$ cat src/rtl/bitcnt_pkg.sv
// Shared definitions for the bit-count arbiter: op encoding, result width,
// FSM states and the bit-smear helper used for leading-zero counting.
package bitcnt_pkg;

  localparam int CNT_W = 6;

  typedef enum logic [1:0] {
    OP_CPOP = 2'b00,
    OP_CTZ  = 2'b01,
    OP_CLZ  = 2'b10,
    OP_RSVD = 2'b11
  } op_e;

  typedef enum logic {
    ST_EMPTY = 1'b0,
    ST_FULL  = 1'b1
  } state_e;

  // Copies every set bit into all lower positions; ~result marks the leading zeros.
  function automatic logic [31:0] smear_right(input logic [31:0] x);
    logic [31:0] s;
    s = x;
    s = s | (s >> 1);
    s = s | (s >> 2);
    s = s | (s >> 4);
    s = s | (s >> 8);
    s = s | (s >> 16);
    return s;
  endfunction

endpackage

$ cat src/rtl/bitcnt_arbiter_popcount.sv
// Combinational 32-bit population count, result 0..32.
module bitcnt_arbiter_popcount
  import bitcnt_pkg::*;
(
  input  logic [31:0]      x_i,
  output logic [CNT_W-1:0] cnt_o
);

  always_comb begin
    cnt_o = '0;
    for (int i = 0; i < 32; i++) begin
      cnt_o = cnt_o + CNT_W'(x_i[i]);
    end
  end

endmodule

$ cat src/rtl/bitcnt_arbiter.sv
// Two-requester arbiter sharing one popcount datapath (CPOP/CTZ/CLZ), with a
// single-entry EMPTY/FULL output register and round-robin or fixed priority.
module bitcnt_arbiter
  import bitcnt_pkg::*;
#(
  parameter bit RR_EN = 1'b1
) (
  input  logic             clk,
  input  logic             reset,
  input  logic             r0_valid,
  output logic             r0_ready,
  input  logic [1:0]       r0_op,
  input  logic [31:0]      r0_x,
  input  logic             r1_valid,
  output logic             r1_ready,
  input  logic [1:0]       r1_op,
  input  logic [31:0]      r1_x,
  output logic             out_valid,
  input  logic             out_ready,
  output logic [CNT_W-1:0] out_res,
  output logic             out_src,
  output logic             out_illegal
);

  state_e           state_q, state_d;
  logic [CNT_W-1:0] res_q, res_d;
  logic             src_q, src_d;
  logic             ill_q, ill_d;
  logic             last_q, last_d;

  logic             grant0, grant1, can_accept, accept, sel;
  logic [1:0]       op_sel;
  logic [31:0]      x_sel, pc_in;
  logic [CNT_W-1:0] pc_cnt;

  // last_q==1 means port 1 was served last, so port 0 wins the next tie.
  always_comb begin
    grant0 = 1'b0;
    grant1 = 1'b0;
    if (r0_valid && r1_valid) begin
      if (RR_EN) begin
        grant0 = last_q;
        grant1 = ~last_q;
      end else begin
        grant0 = 1'b1;
      end
    end else begin
      grant0 = r0_valid;
      grant1 = r1_valid;
    end
  end

  assign can_accept = (state_q == ST_EMPTY) | out_ready;
  assign accept     = can_accept & (grant0 | grant1);
  assign r0_ready   = can_accept & grant0;
  assign r1_ready   = can_accept & grant1;

  assign sel    = grant1;
  assign op_sel = sel ? r1_op : r0_op;
  assign x_sel  = sel ? r1_x  : r0_x;

  // Every op reduces to a popcount of a transformed operand; reserved yields 0.
  always_comb begin
    pc_in = '0;
    case (op_e'(op_sel))
      OP_CPOP: pc_in = x_sel;
      OP_CTZ:  pc_in = ~x_sel & (x_sel - 32'd1);
      OP_CLZ:  pc_in = ~smear_right(x_sel);
      default: pc_in = '0;
    endcase
  end

  bitcnt_arbiter_popcount u_popcount (
    .x_i   (pc_in),
    .cnt_o (pc_cnt)
  );

  always_comb begin
    state_d = state_q;
    res_d   = res_q;
    src_d   = src_q;
    ill_d   = ill_q;
    last_d  = last_q;
    if (accept) begin
      state_d = ST_FULL;
      res_d   = pc_cnt;
      src_d   = sel;
      ill_d   = (op_e'(op_sel) == OP_RSVD);
      last_d  = sel;
    end else if (state_q == ST_FULL && out_ready) begin
      state_d = ST_EMPTY;
    end
  end

  always_ff @(posedge clk or posedge reset) begin
    if (reset) begin
      state_q <= ST_EMPTY;
      res_q   <= '0;
      src_q   <= 1'b0;
      ill_q   <= 1'b0;
      last_q  <= 1'b1;
    end else begin
      state_q <= state_d;
      res_q   <= res_d;
      src_q   <= src_d;
      ill_q   <= ill_d;
      last_q  <= last_d;
    end
  end

  assign out_valid   = (state_q == ST_FULL);
  assign out_res     = res_q;
  assign out_src     = src_q;
  assign out_illegal = ill_q;

endmodule
$ cat config.mk
export PLATFORM = sky130hd
export DESIGN_NAME = bitcnt_arbiter
export DESIGN_NICKNAME = d
export VERILOG_FILES = /design/src/rtl/bitcnt_pkg.sv /design/src/rtl/bitcnt_arbiter_popcount.sv /design/src/rtl/bitcnt_arbiter.sv
export SDC_FILE = /design/constraint.sdc
export NUM_CORES = 1
export LEC_CHECK = 0
export ABC_CLOCK_PERIOD_IN_PS = 16100
export BUFFER_PORTS_ARGS = -buffer_cell sky130_fd_sc_hd__clkbuf_2
export CAP_MARGIN = 20
export CORE_AREA = 2 2 81 83
export CTS_CLUSTER_DIAMETER = 100
export DETAILED_ROUTE_END_ITERATION = 7
export DIE_AREA = 0 0 83 85
export PLACE_DENSITY_LB_ADDON = 0.2
export SETUP_SLACK_MARGIN = 0.2
export SLEW_MARGIN = 40
export SYNTH_ARGS = -nofsm -noshare
export SYNTH_HDL_FRONTEND = slang
export SYNTH_HIERARCHICAL = 1
export SYNTH_SLANG_ARGS = --single-unit
$ cat constraint.sdc
create_clock -name clk -period 16.1 [get_ports clk]
set_input_delay 1.61 -clock clk [delete_from_list [all_inputs] [get_ports clk]]
set_output_delay 1.61 -clock clk [all_outputs]
set_load 0.01 [all_outputs]
# After elaboration in Yosys (flattened, before gate mapping)
# Cells that the tools add are included.
[classes] n_addsub=32 eq_ne=3 n_mux=7 bitwise=15 reduce_logical=4
[op_table] operator="$add 6x1->6" n=30
[op_table] operator="$pmux 32 s3" n=1
[op_table] operator="$not 32->32" n=2
[op_table] operator="$and 32x32->32" n=1
[op_table] operator="$mux 32" n=1
[op_table] operator="$or 32x16->32" n=1
[op_table] operator="$or 32x24->32" n=1
[op_table] operator="$or 32x28->32" n=1
[op_table] operator="$or 32x30->32" n=1
[op_table] operator="$or 32x31->32" n=1
[op_table] operator="$sub 32x1->32 const B" n=1
[op_table] operator="$eq 2x2->1 const B" n=2
[op_table] operator="$mux 1" n=4
[op_table] operator="$and 1x1->1" n=3
[op_table] operator="$add 1x1->2" n=1
[op_table] operator="$eq 2x1->1 const B" n=1
[op_table] operator="$logic_and 1x1->1" n=2
[op_table] operator="$logic_not 2->1" n=1
[op_table] operator="$mux 2" n=1
[op_table] operator="$not 1->1" n=2
[op_table] operator="$or 1x1->1" n=2
[op_table] operator="$reduce_bool 2->1" n=1
[word_totals] ff_bits=10 inputBits=73 word_cells=66

# Logic depth before layout (Yosys ltp)
# Gate-level depths: netlist of run 1.
[depth] depth_word=41 mapped_depth=26 ltp_nobuf=22

# Modules after synthesis
# Netlist of run 1, hierarchy kept.
[modules_own_cells] module="bitcnt_arbiter" instances=1 cells_each=372 area_each_um2=2543.7
[modules_own_cells] module="bitcnt_arbiter_popcount" instances=1 cells_each=71 area_each_um2=747.0

# Worst setup path before layout of run 1
# Ideal clock, no wire load.
[synth_timing] path_kind="input -> register" start="input port r0_x[18]" end="register res_q[4], in the netlist out_res[4]" setup_ps=125 arrival_ps=7296 t_required_ps=15975 slack_ps=8679 path_stages=20 path_buffers=0 cell_sequence="or4_4 > nor4b_2 > a21oi_1 > or3b_1 > o31ai_1 > fa_1 > fa_1 > fa_1 > fa_1 > fa_1 > inv_1 > fa_1 > inv_1 > ha_1 > inv_1 > fa_1 > nand2b_1 > a21oi_1 > xor2_1 > mux2_2"
[synth_between] elab_cells_between_ends=42 cone_classes="add/sub: 32; mux: 2; bitwise: 8"
[synth_rtl] element="start: declaration" line_no="bitcnt_arbiter.sv:13" rtl="input logic [31:0] r0_x,"
[synth_rtl] element="$mux 32" line_no="bitcnt_arbiter.sv:60" rtl="assign x_sel = sel ? r1_x : r0_x;"
[synth_rtl] element="$sub 32x1->32" line_no="bitcnt_arbiter.sv:67" rtl="OP_CTZ: pc_in = ~x_sel & (x_sel - 32'd1);"
[synth_rtl] element="$and 32x32->32" line_no="bitcnt_arbiter.sv:67"
[synth_rtl] element="$pmux 32 s3" line_no="bitcnt_arbiter.sv:65" rtl="case (op_e'(op_sel))"
[synth_rtl] element="named net pc_in[23]" line_no="bitcnt_arbiter.sv:33" rtl="logic [31:0] x_sel, pc_in;"
[synth_rtl] element="$add 6x1->6 (9 in series)" line_no="bitcnt_arbiter_popcount.sv:12" rtl="cnt_o = cnt_o + CNT_W'(x_i[i]);"
[synth_rtl] element="named net pc_cnt[4]" line_no="bitcnt_arbiter.sv:34" rtl="logic [CNT_W-1:0] pc_cnt;"
[synth_rtl] element="end signal: assignment" line_no="bitcnt_arbiter.sv:104" rtl="res_q <= res_d;"
[synth_rtl] element="end: declaration" line_no="bitcnt_arbiter.sv:26" rtl="logic [CNT_W-1:0] res_q, res_d;"
# The timed path passes the listed nets, and every way through them passes these cells.
# A chain may end at the register's enable or synchronous reset.

# Worst setup path in the final report of run 1
[layout_timing] start="input port r0_valid" end="register res_q[4], in the netlist out_res[4]"
[layout_between] elab_chain_len=41 elab_cells_between_ends=51 cone_classes="add/sub: 32; eq/ne: 2; mux: 5; bitwise: 10; reduce/logical: 2"
[layout_rtl] element="start: declaration" line_no="bitcnt_arbiter.sv:10" rtl="input logic r0_valid,"
[layout_rtl] element="$logic_and 1x1->1 (*)" line_no="bitcnt_arbiter.sv:40" rtl="if (r0_valid && r1_valid) begin"
[layout_rtl] element="$mux 1 (*)" line_no="bitcnt_arbiter.sv:40"
[layout_rtl] element="parallel branches: the longest is 7 deep, another holds $sub 32x1->32"
[layout_rtl] element="$pmux 32 s3 (*)" line_no="bitcnt_arbiter.sv:65"
[layout_rtl] element="named net pc_in[0]" line_no="bitcnt_arbiter.sv:33"
[layout_rtl] element="$add 1x1->2 (*)" line_no="bitcnt_arbiter_popcount.sv:12"
[layout_rtl] element="$add 6x1->6 (*) (30 in series)" line_no="bitcnt_arbiter_popcount.sv:12"
[layout_rtl] element="named net pc_cnt[4]" line_no="bitcnt_arbiter.sv:34"
# Mark *: on every way through the listed nets, which the timed path passes.

==> results of run 1 <==
## cells in the mapped netlist (all sizes together), types with 3 or more instances
cell type	count	share of area (%)
a211oi	7	1.7
nand2b	3	0.57
a311o	4	1.2
mux2i	24	7.3
nor2b	3	0.57
or4	7	1.7
mux2	14	4.8
nand3	20	3.0
nand4	9	1.7
nor3	23	3.5
o21ai	24	3.7
a31o	7	1.9
nor4b	7	2.2
buf	16	2.6
fa	24	15
ha	7	2.7
a21o	3	0.68
nor4	20	3.8
and2	6	1.1
or3	3	0.57
o31ai	6	1.4
o22ai	3	0.57
inv	30	3.4
nor2	37	4.2
dfrtp	9	6.8
xnor2	6	1.6
nand2	51	5.8
o22a	3	0.84
clkbuf	3	0.34
a21oi	22	3.5
## where the power goes
group	total [mW]	switching, mW	internal, mW	leakage, nW
clock	0.0314	0.00994	0.0215	0.0288
combinational	0.378	0.206	0.171	1.52
sequential	0.0390	0.00403	0.0349	0.120
total	0.448	0.220	0.228	1.66
## routing by layer
metal / wire length, µm / part of all wire [%]
met4: 366 / 2.9
met2: 5875 / 47
met3: 1274 / 10
met1: 4970 / 40
met5: 0 / 0
## cell families after synthesis
group           share of synthesized area [%]
xor+xnor                                1.863
simple gates                            31.29
flops                                   7.643
buf+inv                                 6.350
compound gates                          23.50
fa+ha+maj                               17.26
mux                                     12.09
## state kept, by name, summed over array words and instances (netlist names)
register	flops
out_illegal	1
out_res	6
out_src	1
out_valid	1
last_q	1
## metrics by stage
step	hold WS, ns	power, mW
2_1_floorplan	0.5168	0.3096
3_5_place_dp	0.4961	0.4188
5_1_grt	0.5323	0.5044
3_3_place_gp	0.4628	0.4035
4_1_cts	0.5094	0.4523
6_report	0.5049	0.4479
## worst register-to-register path: cells and delay by family, from the launching register on
family	cells	cell delay, ns
flops	1	0.57
xor+xnor	1	0.08
fa+ha+maj	8	3.53
compound gates	4	1.20
mux	2	0.71
simple gates	2	0.31
buf+inv	6	0.98
## worst max-delay path by stage
stage	endpoint	slack [ns]
3_3_place_gp	out_res[4]	7.66
4_1_cts	out_res[4]	7.75
6_report	out_res[4]	7.66
5_1_grt	out_res[4]	7.35
3_5_place_dp	out_res[4]	7.52
2_1_floorplan	out_res[4]	8.68
## final cells by class
class,instances,share of cell area (%)
Tap cell,77,2.525
Sequential cell,10,6.592
Clock buffer,4,1.443
Multi-Input combinational cell,384,74.81
Inverter,30,2.952
Timing Repair Buffer,87,11.68
==> key figures, run 1 <==
Run status
  • Outcome: finished, final reports clean

Floorplanning
  • Die X-Extent: 83 µm
  • Area of the die: 7055 µm²
  • Initial Util: 53.03%
  • Placeable core region: 6205 µm²
  • Placement Rows: 29
  • Total I/O pin count: 84
  • Height of the die: 85 µm

Layout
  • Antenna Diode Count: 0
  • Total of fill cells in the finished design: 602
  • Storage cell area: 251.5 µm²
  • Share of final-layout standard cells stronger than drive strength 1: 24.85%
  • Most common library cell in the layout ignoring fill and taps: sky130_fd_sc_hd__clkbuf_2
  • Final std cells w/o fill: 592
  • Top library cells by usage in the layout, fill and taps aside: sky130_fd_sc_hd__clkbuf_2 (83), sky130_fd_sc_hd__nand2_1 (51), sky130_fd_sc_hd__nor2_1 (37)
  • Final nets: 620
  • Multi-input gate area: 2854 µm²
  • Fin area: 3815 µm²
  • Synthesis-to-finish area growth: 15.93%
  • Final core utilization: 61.48%

Critical path
  • Critical Path Slowest Stage Cell: sky130_fd_sc_hd__buf_4
  • Cell breakdown of the critical path: clkbuf_2 > a21bo_2 > buf_4 > mux2_2 > a21oi_1 > nand4_1 > o311ai_1 > inv_1 > fa_1 > inv_1 > fa_1 > fa_1 > fa_1 > fa_1 > inv_1 > fa_1 > inv_1 > ha_1 > inv_1 > fa_1 > nand2b_1 > a21oi_1 > xor2_1 > mux2_2
  • Worst setup path start: r0_valid
  • Critical register-to-register path endpoint: out_res[4]
  • Worst Setup End Kind: flip-flop
  • Number of cells on the worst reg-to-reg path: 23
  • Arrival time at the worst endpoint: 8.56 ns
  • Worst Path Max Fanout: 51
  • Reg-to-Reg Start: last_q
  • Cell class contributing the biggest share of worst-path delay: adder cells
  • Register-to-register setup slack: 8.64 ns
  • Endpoint required time on the critical path: 16.22 ns
  • Logic depth of the worst path, buffers included: 24
  • Type of the setup path with the least slack: input port to flip-flop
  • Worst path bufs/invs: 7
  • CP dominant cell by count: sky130_fd_sc_hd__fa_1
  • Crit-path max cell delay: 0.59 ns
  • CP Launch Type: input port

Place
  • HPWL Detailed: 10.22 mm
  • IO buf count: 83
  • Placement Setup Slack: 7.519 ns
  • Placed Instance Area: 3747 µm²
  • Total placed cells including tap cells: 588
  • RD Place Congestion: 1.054

Route
  • Number of vias per cell: 6.764
  • Antenna violation net count after detailed routing: 0
  • Detailed Route WL: 12.49 mm
  • Number of violations reported at the end of detailed-routing iteration 0: 564
  • Number of design rule violations left after detail routing: 0
  • Vias after detailed routing: 4004
  • Routed length per instance: 21.09 µm
  • Router iterations before antenna repair: 8

Synth
  • Proportion of synthesized chip area in sequential cells: 7.643%
  • Netlist area before placement: 3291 µm²
  • Count of flip-flops with a built-in enable after synthesis: 0
  • Share of flip-flops with an asynchronous set or reset after synthesis: 100.0%
  • Synthesized area per cell: 7.428 µm²
  • Instance count of the mapped netlist: 443
  • Count of distinct cell types in the synthesized netlist: 69
  • Number of register bits inferred by synthesis: 10
  • Total nets after synthesis: 547
  • Ys flop type: sky130_fd_sc_hd__dfrtp_1
  • Warnings from Yosys: 6

Power and ir drop
  • Worst vdd rail ir drop: 0.2341 mV
  • Leakage power total: 1.664 nW
  • Power per unit of standard cell area: 117.4 nW/µm²

Clock tree
  • Count of clock tree sinks: 10
  • CTS tree: built
  • Cell at the root of the clock tree: sky130_fd_sc_hd__clkbuf_8
  • H-tree levels: 1
  • Post-cts sizing count: 0
  • Hold bufs inserted after CTS: 0
  • Inserted Clock Buffers: 3
  • Clock network latency to the later pin of the worst-skew pair: 0.24 ns
  • Number of setup buffers added after CTS: 0
  • Clock transition at the register clock pins on the worst setup and hold paths after CTS: 0.05 ns
  • Buffer levels on the longest clock path: 2

STA
  • Period utilization: 52.40%
  • Maximum frequency from static timing analysis: 118.5 MHz
  • Total negative setup slack: 0 ns
  • Worst Tran Pin Value: 0.7763 ns
  • Final Slew Violations: 0
  • Slack of the critical path: 7.663 ns
  • Min Tclk post-route: 8.437 ns
  • Final Skew: 0.0007294 ns
  • Relative slew slack: 47.52%
  • RSZ-0062 raised after global routing: no
  • Setup violation total in the final timing report: 0
  • Final Hold Viols: 0

Global routing
  • Final global-route overflow total: 0
  • First-pass GRT wire length: 19.73 mm
  • GRT met2 Usage: 57.62%
  • GRT Util Overall: 35.01%
  • Largest net degree at the start of global routing: 62
  • GR peak layer: met2
  • Antenna violations before repair: 0
  • Met3 track demand over resource in global routing: 5.739%
  • Global routing met1 resource utilization: 47.63%
  • Number of global-route vias before repair: 3741

Worst hold path
  • Worst hold start: out_illegal
  • Kind of path behind the tightest hold check: flip-flop to flip-flop
  • Min-Delay Path Depth: 2
  • Worst hold endpoint: out_illegal

Job
  • Maxcap violations: 0
Note: power is estimated with default switching activity, not from simulation.
==> inputs of run 2 (changes only) <==
--- a/config.mk
+++ b/config.mk
@@ -5,13 +5,13 @@
 export SDC_FILE = /design/constraint.sdc
 export NUM_CORES = 1
 export LEC_CHECK = 0
-export ABC_CLOCK_PERIOD_IN_PS = 16100
+export ABC_CLOCK_PERIOD_IN_PS = 7700
 export BUFFER_PORTS_ARGS = -buffer_cell sky130_fd_sc_hd__clkbuf_2
 export CAP_MARGIN = 20
-export CORE_AREA = 2 2 81 83
+export CORE_AREA = 2 2 85 87
 export CTS_CLUSTER_DIAMETER = 100
 export DETAILED_ROUTE_END_ITERATION = 7
-export DIE_AREA = 0 0 83 85
+export DIE_AREA = 0 0 87 89
 export PLACE_DENSITY_LB_ADDON = 0.2
 export SETUP_SLACK_MARGIN = 0.2
 export SLEW_MARGIN = 40
==> constraint.sdc (replaced) <==
create_clock -name clk -period 7.7 [get_ports clk]
set_input_delay 0.77 -clock clk [delete_from_list [all_inputs] [get_ports clk]]
set_output_delay 0.77 -clock clk [all_outputs]
set_load 0.01 [all_outputs]
==> key figures, run 2 (same netlist as run 1, synthesis figures left out) <==
STA
  • Maximum frequency from static timing analysis: 142.7 MHz
  • Relative slew slack: 44.41%
  • Total negative setup slack: 0 ns
  • Min Tclk post-route: 7.006 ns
  • Final Slew Violations: 0
  • Setup violation total in the final timing report: 0
  • Final Skew: 0.004393 ns
  • Period utilization: 90.98%
  • Worst Tran Pin Value: 0.8262 ns
  • Final Hold Viols: 0
  • RSZ-0062 raised after global routing: no

Critical path
  • Register-to-register setup slack: 0.99 ns
  • Critical register-to-register path endpoint: out_res[4]
  • Endpoint required time on the critical path: 7.82 ns
  • Cell breakdown of the critical path: clkbuf_2 > or4_1 > or4_1 > o22ai_1 > nand2_1 > o211ai_1 > inv_1 > fa_1 > inv_1 > fa_1 > fa_1 > fa_1 > fa_1 > inv_1 > fa_1 > inv_1 > ha_1 > inv_1 > fa_1 > nand2b_1 > a21oi_1 > xor2_1 > mux2_2
  • Reg-to-Reg Start: last_q
  • Worst Setup End Kind: flip-flop
  • Critical Path Slowest Stage Cell: sky130_fd_sc_hd__or4_1
  • Worst Path Max Fanout: 6
  • Type of the setup path with the least slack: input port to flip-flop
  • Crit-path max cell delay: 0.68 ns
  • CP dominant cell by count: sky130_fd_sc_hd__fa_1
  • CP Launch Type: input port
  • Number of cells on the worst reg-to-reg path: 21
  • Arrival time at the worst endpoint: 7.12 ns

Route
  • Number of violations reported at the end of detailed-routing iteration 0: 432
  • Antenna violation net count after detailed routing: 0
  • Vias after detailed routing: 3991
  • Number of design rule violations left after detail routing: 0
  • Routed length per instance: 20.52 µm
  • Number of vias per cell: 6.553
  • Router iterations before antenna repair: 5
  • Detailed Route WL: 12.50 mm

Floorplanning
  • Initial Util: 48.98%
  • Placeable core region: 6719 µm²
  • Die X-Extent: 87 µm
  • Total I/O pin count: 84
  • Area of the die: 7743 µm²
  • Placement Rows: 30
  • Height of the die: 89 µm

Worst hold path
  • Kind of path behind the tightest hold check: input port to async pin

Power and ir drop
  • Clock power share: 7.1%
  • Switching power share of the total: 47.50%
  • Gate power share: 83.9%
  • Portion of total power attributed to sequential cells: 9.0%
  • Worst vdd rail ir drop: 0.4746 mV
  • Power Total: 0.8965 mW
  • Leakage power total: 1.745 nW
  • Power per unit of standard cell area: 228.7 nW/µm²
  • Internal Pwr Total: 0.4706 mW
  • Switching power total: 0.4258 mW

Clock tree
  • H-tree levels: 1
  • Number of setup buffers added after CTS: 0
  • Buffer levels on the longest clock path: 2
  • Inserted Clock Buffers: 3
  • Count of clock tree sinks: 10
  • Hold bufs inserted after CTS: 0
  • Clock network latency to the later pin of the worst-skew pair: 0.23 ns
  • CTS tree: built
  • Post-cts sizing count: 0
  • Cell at the root of the clock tree: sky130_fd_sc_hd__clkbuf_8
  • Clock transition at the register clock pins on the worst setup and hold paths after CTS: 0.05 ns

Global routing
  • Number of global-route vias before repair: 3771
  • Largest net degree at the start of global routing: 41
  • First-pass GRT wire length: 19.53 mm
  • GRT Util Overall: 32.41%
  • Antenna violations before repair: 0
  • Final global-route overflow total: 0

Job
  • Maxcap violations: 0

Layout
  • Final nets: 634
  • Share of final-layout standard cells stronger than drive strength 1: 26.28%
  • Largest register FFs: 6
  • Top library cells by usage in the layout, fill and taps aside: sky130_fd_sc_hd__clkbuf_2 (83), sky130_fd_sc_hd__nand2_1 (51), sky130_fd_sc_hd__nor2_1 (37)
  • Antenna Diode Count: 0
  • Synthesis-to-finish area growth: 19.13%
  • Most common library cell in the layout ignoring fill and taps: sky130_fd_sc_hd__clkbuf_2
  • Final core utilization: 58.34%

Place
  • RD Place Congestion: 1.016
  • IO buf count: 83
  • HPWL Detailed: 10.48 mm

Run status
  • Outcome: finished, final reports clean
==> run 2: cell count changes in the layout (fill, tap and decap cells not counted) <==
cell and delta:
sky130_fd_sc_hd__mux2i_1 +1, sky130_fd_sc_hd__buf_4 +13, sky130_fd_sc_hd__nor4_1 +2, sky130_fd_sc_hd__mux2i_2 -1, sky130_fd_sc_hd__buf_12 +1, sky130_fd_sc_hd__nor4_2 -2
==> run 2: layout make-up <==
type | count | area (µm²)
repair buffers | 101 | 563.0
clock buffers | 4 | 55.05
inverters | 30 | 112.6
multi-input cells | 384 | 2838
flip-flops and latches | 10 | 251.5
well taps | 80 | 100.1
fillers | 678 | 2799
==> run 2: stage by stage <==
stage | std cells | worst slack [ns] | area, µm² | hold slack [ns]
6_report | 609 | 0.6944 | 3920 | 0.4728
5_1_grt | 609 | 0.3649 | 3920 | 0.5182
4_1_cts | 609 | 0.6921 | 3920 | 0.4793
3_5_place_dp | 605 | 0.4647 | 3865 | 0.4789
3_3_place_gp | 605 | 0.4194 | 3865 | 0.4664
2_1_floorplan | 443 | 1.119 | 3291 | 0.5168
==> run 2: worst max path at each step <==
stage                     startpoint         end  slack [ns]  cells past startpoint
after floorplan             r0_x[18]  out_res[4]        1.12                     20
after detailed placement     r0_x[7]  out_res[4]        0.46                     23
after global placement       r0_x[7]  out_res[4]        0.42                     23
after CTS                    r0_x[7]  out_res[4]        0.69                     23
final                        r0_x[7]  out_res[4]        0.69                     23
after global routing        r0_valid  out_res[4]        0.36                     22
==> run 2: power groups by stage <==
stage          Clock, mW  Sequential, mW  Combinational, mW
4_1_cts           0.0651          0.0812              0.770
3_3_place_gp           0          0.0813              0.746
6_report          0.0633          0.0811              0.752
2_1_floorplan          0          0.0870              0.560
3_5_place_dp           0          0.0819              0.763
5_1_grt           0.0679          0.0828              0.843
==> run 2: worst max-delay path: cells and delay by family <==
family	cells	cell delay (ns)
fa+ha+maj	8	3.44
simple gates	4	1.54
compound gates	3	0.59
buf+inv	6	0.44
mux	1	0.26
xor+xnor	1	0.08
==> run 2: metal layers <==
metal  vias up  track usage [%]  routed length (µm)
met2       259            52.05                5626
met3        33            3.970                1146
li1       1845                -                   -
met5         -                0                   0
met4         0            10.94                 414
met1      1854            45.29                5311
==> inputs of run 3 (changes only) <==
--- a/config.mk
+++ b/config.mk
@@ -8,10 +8,10 @@
 export ABC_CLOCK_PERIOD_IN_PS = 7700
 export BUFFER_PORTS_ARGS = -buffer_cell sky130_fd_sc_hd__clkbuf_2
 export CAP_MARGIN = 20
-export CORE_AREA = 2 2 85 87
+export CORE_AREA = 2 2 70 105
 export CTS_CLUSTER_DIAMETER = 100
 export DETAILED_ROUTE_END_ITERATION = 7
-export DIE_AREA = 0 0 87 89
+export DIE_AREA = 0 0 72 107
 export PLACE_DENSITY_LB_ADDON = 0.2
 export SETUP_SLACK_MARGIN = 0.2
 export SLEW_MARGIN = 40
==> key figures, run 3 (same netlist as run 1, synthesis figures left out) <==
Run status
  • Outcome: finished, final reports clean

Clock tree
  • Buffer levels on the longest clock path: 2
  • Post-cts sizing count: 0
  • Clock transition at the register clock pins on the worst setup and hold paths after CTS: 0.05 ns
  • Hold bufs inserted after CTS: 0
  • H-tree levels: 1
  • Number of setup buffers added after CTS: 0
  • Cell at the root of the clock tree: sky130_fd_sc_hd__clkbuf_8
  • CTS tree: built
  • Count of clock tree sinks: 10
  • Clock network latency to the later pin of the worst-skew pair: 0.23 ns
  • Inserted Clock Buffers: 3

Critical path
  • Cell breakdown of the critical path: clkbuf_2 > nor4_1 > nand4b_1 > a211oi_1 > nand3b_1 > o21ai_1 > inv_1 > fa_1 > inv_1 > fa_1 > fa_1 > fa_1 > fa_1 > inv_1 > fa_1 > inv_1 > ha_1 > inv_1 > fa_1 > nand2b_1 > a21oi_1 > xor2_1 > mux2_2
  • Type of the setup path with the least slack: input port to flip-flop
  • Endpoint required time on the critical path: 7.82 ns
  • Cell class contributing the biggest share of worst-path delay: adder cells
  • Worst Setup End Kind: flip-flop
  • Critical Path Slowest Stage Cell: sky130_fd_sc_hd__nor4_1
  • Register-to-register setup slack: 0.81 ns
  • Worst setup path start: r0_x[15]
  • Number of cells on the worst reg-to-reg path: 22
  • Worst path bufs/invs: 6
  • Arrival time at the worst endpoint: 7.22 ns
  • Crit-path max cell delay: 0.71 ns
  • Logic depth of the worst path, buffers included: 23
  • Worst Path Max Fanout: 5
  • End of the critical path: out_res[4]
  • CP dominant cell by count: sky130_fd_sc_hd__fa_1
  • Reg-to-Reg Start: last_q
  • Critical register-to-register path endpoint: out_res[4]
  • CP Launch Type: input port

Floorplanning
  • Placement Rows: 37
  • Initial Util: 48.35%
  • Die X-Extent: 72 µm
  • Total I/O pin count: 84
  • Height of the die: 107 µm
  • Placeable core region: 6805 µm²
  • Area of the die: 7704 µm²

Place
  • HPWL Detailed: 11.07 mm
  • IO buf count: 83
  • RD Place Congestion: 0.9841

Power and ir drop
  • Power per unit of standard cell area: 243.9 nW/µm²
  • Leakage power total: 1.757 nW
  • Worst vdd rail ir drop: 0.3930 mV
  • Power Total: 0.9615 mW

STA
  • Final Hold Viols: 0
  • Maximum frequency from static timing analysis: 140.8 MHz
  • Final Skew: 0.005327 ns
  • Final Slew Violations: 0
  • Setup violation total in the final timing report: 0
  • Total negative setup slack: 0 ns
  • Worst Tran Pin Value: 0.7929 ns
  • Relative slew slack: 46.65%
  • RSZ-0062 raised after global routing: no
  • Min Tclk post-route: 7.103 ns
  • Period utilization: 92.25%

Route
  • Number of violations reported at the end of detailed-routing iteration 0: 374
  • Number of vias per cell: 6.630
  • Antenna violation net count after detailed routing: 0
  • Number of design rule violations left after detail routing: 0
  • Routed length per instance: 21.26 µm
  • Router iterations before antenna repair: 5
  • Vias after detailed routing: 4044
  • Detailed Route WL: 12.97 mm

Worst hold path
  • Kind of path behind the tightest hold check: input port to async pin

Layout
  • Antenna Diode Count: 0
  • Most common library cell in the layout ignoring fill and taps: sky130_fd_sc_hd__clkbuf_2
  • Share of final-layout standard cells stronger than drive strength 1: 26.50%
  • Synthesis-to-finish area growth: 19.81%
  • Top library cells by usage in the layout, fill and taps aside: sky130_fd_sc_hd__clkbuf_2 (83), sky130_fd_sc_hd__nand2_1 (51), sky130_fd_sc_hd__nor2_1 (37)
  • Largest register FFs: 6
  • Final nets: 637

Global routing
  • Antenna violations before repair: 0
  • Largest net degree at the start of global routing: 22
  • First-pass GRT wire length: 20.60 mm
  • GRT Util Overall: 34.59%
  • Number of global-route vias before repair: 4008
  • Final global-route overflow total: 0

Job
  • Maxcap violations: 0
run 3: changes by cell type in the layout (fill, tap and decap cells not counted), sizes merged:
cell	previous run	this run
buf	18	21
run 3: worst min path at each step:
stage | end | slack (ns) | startpoint
after floorplan | out_illegal | 0.52 | out_illegal
after global placement | out_illegal | 0.48 | out_illegal
after detailed placement | out_illegal | 0.47 | out_illegal
after CTS | out_res[0] | 0.49 | reset
after global routing | out_res[0] | 0.52 | out_res[0]
final | out_res[0] | 0.49 | reset
run 3: per-stage QoR:
stage	cells	instance area [µm²]	utilization, %	hold WS (ns)	setup slack [ns]
after floorplan	443	3291	-	0.5168	1.119
after global placement	606	3897	57.27	0.4836	0.5334
after detailed placement	606	3897	57.27	0.4746	0.4243
after CTS	610	3943	57.93	0.4941	0.6377
after global routing	610	3943	57.93	0.5176	0.3213
final	610	3943	57.93	0.4898	0.5967
run 3: cell type report:
| cell class | instances | area, µm² |
|---|---|---|
| tap | 78 | 97.59 |
| fill | 673 | 2863 |
| timing repair buffer | 104 | 598.1 |
| inverter | 30 | 112.6 |
| sequential | 10 | 251.5 |
| clock buffer | 4 | 45.04 |
| multi-input combinational | 384 | 2838 |
run 3: routing by layer:
metal  share of wire (%)  global-route usage (%)
met1                  35                   37.65
met2                  50                   62.10
met3                 6.1                   3.195
met4                 8.1                   22.78
met5                   0                       0
run 3: power breakdown:
| part | internal, mW | leakage [nW] | switching [mW] | total, mW |
|---|---|---|---|---|
| logic | 0.373 | 1.61 | 0.452 | 0.825 |
| clock network | 0.0361 | 0.0228 | 0.0188 | 0.0549 |
| registers | 0.0731 | 0.120 | 0.00850 | 0.0816 |
| total | 0.482 | 1.76 | 0.479 | 0.961 |
